==> src/rtl/hamming_secded_codec.sv <==
// hamming_secded_codec
//   SECDED extended-Hamming codec with independent encode and decode paths.
//   Codeword layout: bit i is Hamming position i. The power-of-two positions
//   hold parity. Data fills the remaining positions LSB first. Bit 0 is the
//   overall even parity over the whole word.
//
//   Ports
//     clk, arstn            clock (rising edge), asynchronous active-low reset
//     enc_valid_i/data_i    encoder input word
//     enc_valid_o/code_o    encoded word, 1-cycle latency, held when idle
//     dec_valid_i/code_i    decoder input codeword
//     dec_valid_o           decoder result valid, 2-cycle latency
//     dec_data_o            decoded data, corrected when CORRECT_EN != 0
//     dec_single_o          single-bit error seen
//     dec_double_o          uncorrectable error seen
//     dec_syndrome_o        Hamming syndrome of the received word
//     cnt_clr_i             synchronous clear of both error counters
//     cnt_single_o/double_o saturating counts of flagged decoder words
module hamming_secded_codec #(
  parameter int unsigned DATA_W     = 8,
  parameter int unsigned CNT_W      = 16,
  parameter int unsigned CORRECT_EN = 1,
  // Smallest P with 2**P >= DATA_W+P+1, valid for DATA_W up to 502
  localparam int unsigned P = (DATA_W <= 4)   ? 3 :
                              (DATA_W <= 11)  ? 4 :
                              (DATA_W <= 26)  ? 5 :
                              (DATA_W <= 57)  ? 6 :
                              (DATA_W <= 120) ? 7 :
                              (DATA_W <= 247) ? 8 : 9,
  localparam int unsigned N = DATA_W + P + 1
) (
  input  logic              clk,
  input  logic              arstn,
  input  logic              enc_valid_i,
  input  logic [DATA_W-1:0] enc_data_i,
  output logic              enc_valid_o,
  output logic [N-1:0]      enc_code_o,
  input  logic              dec_valid_i,
  input  logic [N-1:0]      dec_code_i,
  output logic              dec_valid_o,
  output logic [DATA_W-1:0] dec_data_o,
  output logic              dec_single_o,
  output logic              dec_double_o,
  output logic [P-1:0]      dec_syndrome_o,
  input  logic              cnt_clr_i,
  output logic [CNT_W-1:0]  cnt_single_o,
  output logic [CNT_W-1:0]  cnt_double_o
);

  localparam logic [P-1:0] MAX_POS = P'(N - 1);

  function automatic bit is_pow2(input int unsigned v);
    return (v != 0) && ((v & (v - 1)) == 0);
  endfunction

  // Codeword position of data bit j
  function automatic int unsigned data_pos(input int unsigned j);
    int unsigned n;
    n        = 0;
    data_pos = 0;
    for (int unsigned i = 1; i < N; i++) begin
      if (!is_pow2(i)) begin
        if (n == j) data_pos = i;
        n++;
      end
    end
  endfunction

  // Data positions covered by the parity bit at position 2**k
  function automatic logic [N-1:0] par_mask(input int unsigned k);
    par_mask = '0;
    for (int unsigned i = 1; i < N; i++) begin
      if (!is_pow2(i) && (((i >> k) & 1) != 0)) par_mask[i] = 1'b1;
    end
  endfunction

  // ---------------- encoder ----------------
  logic [N-1:0] enc_map;
  logic [N-1:0] enc_word;
  logic         enc_pbit;
  logic         enc_ovr;

  always_comb begin
    enc_map = '0;
    for (int unsigned j = 0; j < DATA_W; j++) enc_map[data_pos(j)] = enc_data_i[j];
  end

  always_comb begin
    enc_word = enc_map;
    enc_ovr  = ^enc_map;
    enc_pbit = 1'b0;
    for (int unsigned k = 0; k < P; k++) begin
      enc_pbit            = ^(enc_map & par_mask(k));
      enc_word[1 << k]    = enc_pbit;
      enc_ovr             = enc_ovr ^ enc_pbit;
    end
    enc_word[0] = enc_ovr;
  end

  always_ff @(posedge clk or negedge arstn) begin
    if (!arstn) begin
      enc_valid_o <= 1'b0;
      enc_code_o  <= '0;
    end else begin
      enc_valid_o <= enc_valid_i;
      if (enc_valid_i) enc_code_o <= enc_word;
    end
  end

  // ---------------- decoder stage 1 ----------------
  logic [P-1:0] syn_c;
  logic         s1_valid;
  logic [N-1:0] s1_code;
  logic [P-1:0] s1_syn;
  logic         s1_par;

  always_comb begin
    syn_c = '0;
    for (int unsigned i = 1; i < N; i++) begin
      if (dec_code_i[i]) syn_c = syn_c ^ P'(i);
    end
  end

  always_ff @(posedge clk or negedge arstn) begin
    if (!arstn) begin
      s1_valid <= 1'b0;
      s1_code  <= '0;
      s1_syn   <= '0;
      s1_par   <= 1'b0;
    end else begin
      s1_valid <= dec_valid_i;
      if (dec_valid_i) begin
        s1_code <= dec_code_i;
        s1_syn  <= syn_c;
        s1_par  <= ^dec_code_i;
      end
    end
  end

  // ---------------- decoder stage 2 ----------------
  logic [N-1:0]      dec_fixed;
  logic [DATA_W-1:0] dec_data_c;
  logic              single_c;
  logic              double_c;

  always_comb begin
    dec_fixed = s1_code;
    single_c  = 1'b0;
    double_c  = 1'b0;
    if (s1_par) begin
      if (s1_syn == '0) begin
        single_c = 1'b1;                 // overall parity bit itself flipped
      end else if (s1_syn <= MAX_POS) begin
        single_c = 1'b1;
        if (CORRECT_EN != 0) dec_fixed[s1_syn] = ~s1_code[s1_syn];
      end else begin
        double_c = 1'b1;                 // syndrome points past the word
      end
    end else if (s1_syn != '0) begin
      double_c = 1'b1;
    end
  end

  always_comb begin
    dec_data_c = '0;
    for (int unsigned j = 0; j < DATA_W; j++) dec_data_c[j] = dec_fixed[data_pos(j)];
  end

  always_ff @(posedge clk or negedge arstn) begin
    if (!arstn) begin
      dec_valid_o    <= 1'b0;
      dec_data_o     <= '0;
      dec_single_o   <= 1'b0;
      dec_double_o   <= 1'b0;
      dec_syndrome_o <= '0;
    end else begin
      dec_valid_o  <= s1_valid;
      dec_single_o <= s1_valid & single_c;
      dec_double_o <= s1_valid & double_c;
      if (s1_valid) begin
        dec_data_o     <= dec_data_c;
        dec_syndrome_o <= s1_syn;
      end
    end
  end

  // ---------------- error counters ----------------
  always_ff @(posedge clk or negedge arstn) begin
    if (!arstn) begin
      cnt_single_o <= '0;
      cnt_double_o <= '0;
    end else if (cnt_clr_i) begin
      cnt_single_o <= '0;
      cnt_double_o <= '0;
    end else begin
      if (dec_valid_o && dec_single_o && (cnt_single_o != '1))
        cnt_single_o <= cnt_single_o + CNT_W'(1);
      if (dec_valid_o && dec_double_o && (cnt_double_o != '1))
        cnt_double_o <= cnt_double_o + CNT_W'(1);
    end
  end

endmodule
==> config.mk <==
export PLATFORM = sky130hd
export DESIGN_NAME = hamming_secded_codec
export DESIGN_NICKNAME = d
export VERILOG_FILES = /design/src/rtl/hamming_secded_codec.sv
export SDC_FILE = /design/constraint.sdc
export NUM_CORES = 1
export LEC_CHECK = 0
export ABC_AREA = 1
export CAP_MARGIN = 20
export CORE_MARGIN = 4
export CORE_UTILIZATION = 26
export DETAILED_ROUTE_END_ITERATION = 6
export GPL_TIMING_DRIVEN = 0
export PLACE_DENSITY = 0.56
export SYNTH_ARGS = -nofsm -noshare
export SYNTH_HDL_FRONTEND = slang
export SYNTH_SLANG_ARGS = --single-unit
==> constraint.sdc <==
create_clock -name clk -period 1.7 [get_ports clk]
set_input_delay 0.34 -clock clk [delete_from_list [all_inputs] [get_ports clk]]
set_output_delay 0.34 -clock clk [all_outputs]
set_load 0.1 [all_outputs]
-- Yosys cells after proc, flatten, opt, wreduce, memory -nomap -nowiden
Cells that the tools add are included.
- $add $sub $neg: 2
- mux-type cells: 31
- bitwise logic cells: 18
- equality and inequality tests: 2
- reductions and logical operators: 15
- $lt $le $gt $ge: 3
- operators by type and width (cell ; count):
    13-bit parity ; 6
    16-bit two-way mux ; 4
    13-bit two-way mux ; 3
    16-bit by 1-bit adder with 16-bit output, second input constant ; 2
    16-bit inequality test, second input constant ; 2
    4-bit two-way mux ; 5
    13-bit bitwise mux ; 1
    3-bit two-way mux ; 4
    2-bit inverter ; 6
    1-bit two-way mux ; 10
    3-bit inverter ; 2
    1-bit logical AND ; 5
    4-bit by 5-bit < comparator with 1-bit output, second input constant ; 1
    1-bit binary-select mux with 4-bit select ; 1
    1-bit demux with 4-bit select ; 1
    4-bit by 1-bit >= comparator with 1-bit output, second input constant ; 1
    4-bit less-or-equal comparator, second input constant ; 1
    4-bit zero test ; 1
    2-bit two-way mux ; 2
    2-bit nonzero test ; 2
    4-bit nonzero test ; 1
    1-bit XOR ; 4
    1-bit inverter, first input constant ; 3
    1-bit bitwise AND ; 2
    1-bit inverter ; 1
- register bits after elaboration: 80
- bits of input ports: 26
- word-level logic and storage cells: 84

-- Logic depth before layout (Yosys ltp)
Gate-level depths: netlist of run 1.
- word-level depth: 20
- gate-level depth with buffers: 12
- depth with buffers taken out: 12

-- Worst setup path after synthesis of run 1
No wires, ideal clock.
- kind: register to register
- start point: register cnt_double_o[0]
- end point: register cnt_double_o[12]
- slack: -0.827 ns
- arrival: 2.459 ns
- clock period less this slack: 2.527 ns
- cell stages (with the launch flop): 13
- required time: 1.632 ns
- path buffers: 1
- setup time: 0.068 ns
- cell sequence: dfrtp_1 ha_1 nand2_1 nor2_2 nand3_2 nor2_2 nand2_2 nor2_4 nor2_2 nor2_8 buf_6 nand2_1 nand2_1
- cells in the longest elaborated chain, start to end: 3
- elaborated cells between the ends (all ways): 6
- those cells by class: 1 x add/sub; 1 x eq/ne; 2 x mux; 2 x reduce/logical
- RTL lines (element ; RTL line ; RTL):
    start, declared ; 47 ; output logic [CNT_W-1:0] cnt_double_o
    start signal, assigned ; 199 ; cnt_double_o <= cnt_double_o + CNT_W'(1);
    16-bit by 1-bit adder with 16-bit output or 16-bit inequality test (tied branches) ; 199, 198 ;
    16-bit two-way mux or 1-bit logical AND (tied branches) ; 198 ; if (dec_valid_o && dec_double_o && (cnt_double_o != '1))
    16-bit two-way mux or 2-bit nonzero test (tied branches) ; n/a ;
Several ways; a longest one is shown, not always the timed one. The select of a mux whose other input is x is not followed.
A chain may end at the register's enable or synchronous reset.

-- Final worst setup path of run 1
- start point: register cnt_double_o[0]
- end point: register cnt_double_o[5]
Same word-level chain as after synthesis.

==> metrics.md, run 1 <==
| Metric | Value |
|---|---|
| Initial core utilization | 0.264 |
| Worst Path Arrival | 2.01 ns |
| Initial antenna violation count | 0 |
| Largest net degree at the start of global routing | 56 |
| HP Class | flip-flop to flip-flop |
| Worst Hold Path EP | dec_valid_o |
| Footprint of the multi-input gates | 0.00248 sq mm |
| Worst-skew pair later-pin latency | 0.35 ns |
| Final wirelength | 12900 um |
| Synth warnings | 0 |
| Vias in the first global route | 4170 |
| Worst setup EP type | flip-flop |
| Total Nets Final | 763 |
| CTS buffer count | 9 |
| Post-detail-place hpwl | 9120 um |
| Ys async rst share | 1.00 |
| RSZ-0062 raised after global routing | true |
| Top cells by count, synth | nand2_1 (220), dfrtp_1 (80), nor2_1 (63), inv_1 (49), nand3_1 (41) |
| Die height | 140 um |
| P_leak | 3.02 nW |
| Compound-cell area share of the yosys netlist | 0.0679 |
| ANT cells | 0 |
| Residual DRC | 0 |
| Period utilization | 1.02 |
| Post-synthesis sequential area ratio | 0.442 |
| Die X | 140 um |
| Initial DRC count | 394 |
| # fillers | 1816 |
| Synth Instances | 608 |
| Multiplexer area fraction after synthesis | 0 |
| Die Footprint | 0.0196 sq mm |
| Post-Syn Nets | 636 |
| IO Port Bufs | 85 |
| Metal-1 WL | 5940 um |
| Xor/xnor share of the synthesized area | 0.0753 |
| TritonCTS clock tree | built |
| Outcome | finished with violations |
| DP Area | 0.00580 sq mm |
| Cell with the most instances after synthesis | nand2_1 |
| Vias | 4310 |
| Vias/cell | 4.47 |
| Syn avg cell area | 7.46 sq um |
| Critical path data required time | 1.97 ns |
| Crit path time final | 1.74 ns |
| Antenna Nets Post-Route | 0 |
| Top cell type's share of synthesized area | 0.442 |
| Uppermost layer routed | met4 |
| Synth cell types | 35 |
| Slew @ Worst Pin | 0.604 ns |
| R2r startpoint | cnt_double_o[0] |
| Slew Viols, Final | 0 |
| Placed cells | 919 |
| RR Endpoint | cnt_double_o[5] |
| Setup-failing EPs final | 16 |
| Max cap viols | 0 |
| GRT Total Usage | 0.134 |
| Reg clk slew, reported paths | 0.06 ns |
| Hold slack | 0.431 ns |
| Min-delay src | s1_valid |
| Post-Synth Adder-Cell Area | 0.00552 |
| Final Instance Area | 0.00648 sq mm |
| FF+latch count, synth | 80 |
| Gpl congestion | 0.809 |
| Register Area | 0.00205 sq mm |
| Core ar. | 0.0172 sq mm |
| Main combinational cell family by area after synthesis | simple AND/OR/NAND/NOR gates |
| Worst slew margin | 0.598 |
| Hold Fails Final Rpt | 0 |
| Fin util | 0.377 |
| Top cell type by total area after synthesis | dfrtp_1 |
| Fmax | 575 MHz |
| Layout area overhead | 42.8% |
| Max VDD drop | 0.509 mV |
| CTS sink count | 80 |
| Top post-synthesis cells by area | dfrtp_1 (44%), nand2_1 (18%), nor2_1 (5.2%) |
| Mapped Area | 0.00453 sq mm |
| Critical path class | flip-flop to flip-flop |
| Layout cells sized above 1 | 0.258 |
| Main synth FF type | dfrtp_1 |
| Cell count of the worst reg-to-reg path | 13 |
| Hold Path Stages | 0 |
| Global-route wire length before repair | 21200 um |
| Failing checks | setup timing |
| Clock Path Buffers | 2 |
| Clock root buffer | clkbuf_16 |
| Met2 wire len | 6130 um |
| FP Rows | 48 |
| Setup WS post-layout | -0.0384 ns |
| Crit Path Max Fanout | 7 |
| Drt first pass iters | 5 |
| Avg WL per Cell | 13.4 um |
| Setup Skew | 0.00586 ns |
| P per Cell Area | 976 mW/mm^2 |
| Overflow after GRT | 0 |
| Met3 WL | 608 um |
| Number of flops mapped to enable cells by yosys | 0 |
| Finished Layout Cells | 965 |
| H-Tree Depth | 3 |
| Setup TNS | -0.251 ns |
| Post-Synth Simple-Gate Area | 0.353 |
| R2R setup slack | -0.04 ns |
| CP startpoint kind | flip-flop |
| Top Ports | 87 |
==> critical path: stages, from the launching register on <==
cell,delay (ns)
dfrtp_4,0.43
ha_4,0.15
nand2_4,0.05
nor2_4,0.11
nand3_4,0.09
nor2_4,0.11
nand2_2,0.08
nor2_4,0.11
nor2_4,0.06
nor2_8,0.11
buf_12,0.11
buf_12,0.12
nand2_2,0.04
o21ai_1,0.07
==> how the worst max path moves through the flow <==
stage	start	to	slack [ns]	depth (start not counted)
3_5_place_dp	cnt_double_o[0]	cnt_double_o[1]	-0.31	9
5_1_grt	cnt_double_o[0]	cnt_double_o[5]	-0.13	13
6_report	cnt_double_o[0]	cnt_double_o[5]	-0.04	13
2_1_floorplan	cnt_double_o[0]	cnt_double_o[14]	-0.26	12
3_3_place_gp	arstn	cnt_single_o[0]	-3.37	1
4_1_cts	cnt_double_o[1]	cnt_double_o[2]	-0.1	13
==> per-stage QoR <==
stage | setup WS, ns | total power (W)
6_report | -0.0384 | 0.00632
5_1_grt | -0.130 | 0.00660
4_1_cts | -0.0964 | 0.00637
3_5_place_dp | -0.311 | 0.00411
3_3_place_gp | -3.37 | 0.00409
2_1_floorplan | -0.260 | 0.00355
==> logic make-up (layout without fill, tap and decap cells) <==
logic type      after synthesis  in the layout
fa+ha+maj                     2              2
simple gates                369            370
buf+inv                      63            193
compound gates               55             56
flops                        80             80
xor+xnor                     39             39
==> routing by layer <==
layer  vias to the layer above  global-route usage
met5                         -                   0
met4                         0              0.0607
met3                        16              0.0249
met2                       110               0.217
met1                      1982               0.173
li1                       2202                   -
==> state kept, by name, indices dropped and copies added (netlist names) <==
signal	count
cnt_double_o	16
cnt_single_o	16
enc_code_o	13
s1_code	13
dec_data_o	8
dec_syndrome_o	4
s1_syn	4
dec_double_o	1
dec_single_o	1
dec_valid_o	1
enc_valid_o	1
s1_par	1
s1_valid	1
==> layout make-up <==
cell class,count,area share
inverter,51,0.0296
clock buffer,11,0.0375
sequential,80,0.316
tap,225,0.0435
buffer,11,0.00869
multi-input combinational,467,0.384
timing repair buffer,115,0.169
clock inverter,5,0.0124
==> power breakdown <==
part	internal, W	switching [W]	leakage (nW)
clock	0.00133	0.000835	0.152
sequential	0.00207	0.000124	0.985
combinational	0.000522	0.00145	1.89
total	0.00392	0.00241	3.02
==> layout by cell type, fill, tap and decap left out, types with 8 or more instances in the layout <==
cell / Yosys / final
buf_4: 1 / 23
dfrtp_2: 0 / 24
nor2_1: 63 / 62
dfrtp_1: 80 / 52
xnor2_1: 17 / 16
nand2_2: 2 / 14
clkdlybuf4s15_2: 0 / 32
buf_2: 0 / 19
xor2_1: 22 / 22
o21ai_0: 34 / 30
nand4_1: 12 / 12
nand3_1: 41 / 38
clkbuf_16: 0 / 9
clkdlybuf4s50_1: 0 / 23
nor3_1: 13 / 13
inv_1: 49 / 48
clkbuf_1: 7 / 8
nor2_4: 3 / 8
nand2_1: 220 / 205
==> repair_timing <==
action	CTS	global route
hold buffers	1	0
endpoints found under the setup margin	99	48
pin swaps	18	14
gates cloned	2	1
gates resized for setup	249	32
endpoints found under the hold margin	25	0
setup buffers	26	2
Note: power is estimated with default switching activity, not from simulation.
==> inputs of run 2 (changes only) <==
clock period = 1.5 ns   (was 1.7 ns; I/O delays follow)
==> metrics.md, run 2 (synthesis gave the netlist of run 1 again) <==
| Metric | Value |
|---|---|
| Outcome | finished with violations |
| Failing checks | setup timing |
| Hold Fails Final Rpt | 0 |
| CTS buffer count | 9 |
| Slew Viols, Final | 0 |
| Setup-failing EPs final | 40 |
| Gpl congestion | 0.809 |
| Crit Path Max Fanout | 5 |
| Most common cell after layout, fill and taps aside | nand2_1 |
| Most frequent cells in the layout | nand2_1 (186), nor2_1 (60), buf_4 (54) |
| Worst Path Arrival | 2.05 ns |
| Largest delay share family, worst path | simple AND/OR/NAND/NOR gates |
| Max cap viols | 0 |
| P per Cell Area | 1100 mW/mm^2 |
| P_leak | 3.21 nW |
| Antenna Nets Post-Route | 0 |
| Largest regs | cnt_double_o: 16 flops, cnt_single_o: 16 flops |
| Residual DRC | 0 |
| Initial core utilization | 0.264 |
| R2r startpoint | cnt_double_o[1] |
| Die Footprint | 0.0196 sq mm |
| Cell count of the worst reg-to-reg path | 12 |
| Worst-skew pair later-pin latency | 0.35 ns |
| Setup Skew | 0.00440 ns |
| Hold Path Stages | 3 |
| CP startpoint kind | flip-flop |
| Fmax | 566 MHz |
| Worst Hold Path EP | s1_code[7] |
| Worst slew margin | 0.606 |
| Crit path largest cell delay | 0.43 ns |
| Most used cell, CP | nor2_4 |
| Top Ports | 87 |
| Critical path data required time | 1.78 ns |
| Final Instance Area | 0.00664 sq mm |
| Max VDD drop | 0.570 mV |
| Post-detail-place hpwl | 9120 um |
| Dpl ws | -0.511 ns |
| Vias | 4361 |
| Total Nets Final | 776 |
| Initial antenna violation count | 0 |
| RSZ-0062 raised after global routing | true |
| RR Endpoint | cnt_double_o[3] |
| Critical path class | flip-flop to flip-flop |
| Drt first pass iters | 4 |
| Avg WL per Cell | 13.6 um |
| Overflow after GRT | 0 |
| Layout cells sized above 1 | 0.320 |
| Worst Setup SP | cnt_double_o[1] |
| ANT cells | 0 |
| CTS sink count | 80 |
| H-Tree Depth | 3 |
| Period utilization | 1.18 |
| Hold slack | 0.287 ns |
| Clock root buffer | clkbuf_16 |
| TritonCTS clock tree | built |
| Core ar. | 0.0172 sq mm |
| Min-delay src | dec_code_i[7] |
| HP Class | input pin to flip-flop |
| Final wirelength | 13300 um |
| Layout area overhead | 46.4% |
| Initial DRC count | 328 |
| Setup TNS | -7.70 ns |
| Reg clk slew, reported paths | 0.06 ns |
| Global-route wire length before repair | 21400 um |
| Vias in the first global route | 4125 |
| Vias/cell | 4.46 |
| IO Port Bufs | 85 |
| Die height | 140 um |
| Crit path time final | 1.77 ns |
| WP buf/inv | 1 |
| GRT Total Usage | 0.135 |
| DP Area | 0.00580 sq mm |
| R2R setup slack | -0.27 ns |
| Clock Path Buffers | 2 |
| FP Rows | 48 |
| Setup WS post-layout | -0.266 ns |
| Worst setup EP type | flip-flop |
| Slew @ Worst Pin | 0.590 ns |
| Crit path cell chain | ha_4, nand2_4, nor2_4, nand3_4, nor2_4, nand2_2, nor2_4, nor2_4, nor2_8, clkbuf_16, nand2_2, nand2_1 |
| Die X | 140 um |
| Largest net degree at the start of global routing | 56 |
| CP max stage cell | dfrtp_4 |
## run 2: changes by cell type in the layout (fill, tap and decap cells not counted), sizes merged, moves of 5 or more
cell           change
clkdlybuf4s18      -7
clkbuf             +5
clkdlybuf4s50      -8
clkdlybuf4s15     -32
dlymetal6s2s       +8
buf               +48
## run 2: through the flow
stage,power [W],utilization,instances
after floorplan,0.00402,-,608
after global placement,0.00464,0.336,918
after detailed placement,0.00465,0.338,919
after CTS,0.00720,0.368,966
after global routing,0.00762,0.387,978
final,0.00729,0.387,978
## run 2: layout make-up
cell class / instances / area (sq um)
inverters: 51 / 191
plain buffers: 12 / 71.3
flip-flops and latches: 80 / 2050
well taps: 225 / 282
fillers: 1799 / 10500
clock inverters: 5 / 80.1
repair buffers: 128 / 1100
clock buffers: 11 / 243
multi-input cells: 466 / 2620
## run 2: routing by layer
metal  track usage  part of all wire  vias up
li1              -                 -     2225
met1         0.178              0.47     2031
met2         0.218              0.47       92
met3        0.0225             0.038       13
met4        0.0556             0.019        0
met5             0                 0        -
## run 2: repair_timing
action	4_1_cts	5_1_grt
hold buffers	1	0
hold endpoints to repair	25	0
pin swaps	22	24
setup buffers	28	13
resized for setup	383	63
gates cloned	2	1
endpoints found under the setup margin	102	53
## run 2: worst max path at each step
stage                     slack [ns]          endpoint  depth (start not counted)
after floorplan                -0.46  cnt_double_o[14]                         12
after global placement         -3.53   cnt_single_o[0]                          1
after detailed placement       -0.51   cnt_double_o[1]                          9
after CTS                      -0.23   cnt_double_o[2]                         12
after global routing           -0.38   cnt_double_o[3]                         12
final                          -0.27   cnt_double_o[3]                         12
## run 2: power by group
| part | switching, W | leakage [nW] | internal (W) |
|---|---|---|---|
| combinational | 0.00172 | 2.08 | 0.000632 |
| sequential | 0.000146 | 0.983 | 0.00235 |
| clock | 0.000939 | 0.152 | 0.00150 |
| total | 0.00281 | 3.21 | 0.00448 |
## run 2: worst register-to-register path, stage by stage (launching register included)
cell and delay (ns):
dfrtp_4 0.43, ha_4 0.15, nand2_4 0.05, nor2_4 0.13, nand3_4 0.09, nor2_4 0.11
nand2_2 0.09, nor2_4 0.15, nor2_4 0.07, nor2_8 0.15, clkbuf_16 0.18, nand2_2 0.04
nand2_1 0.05
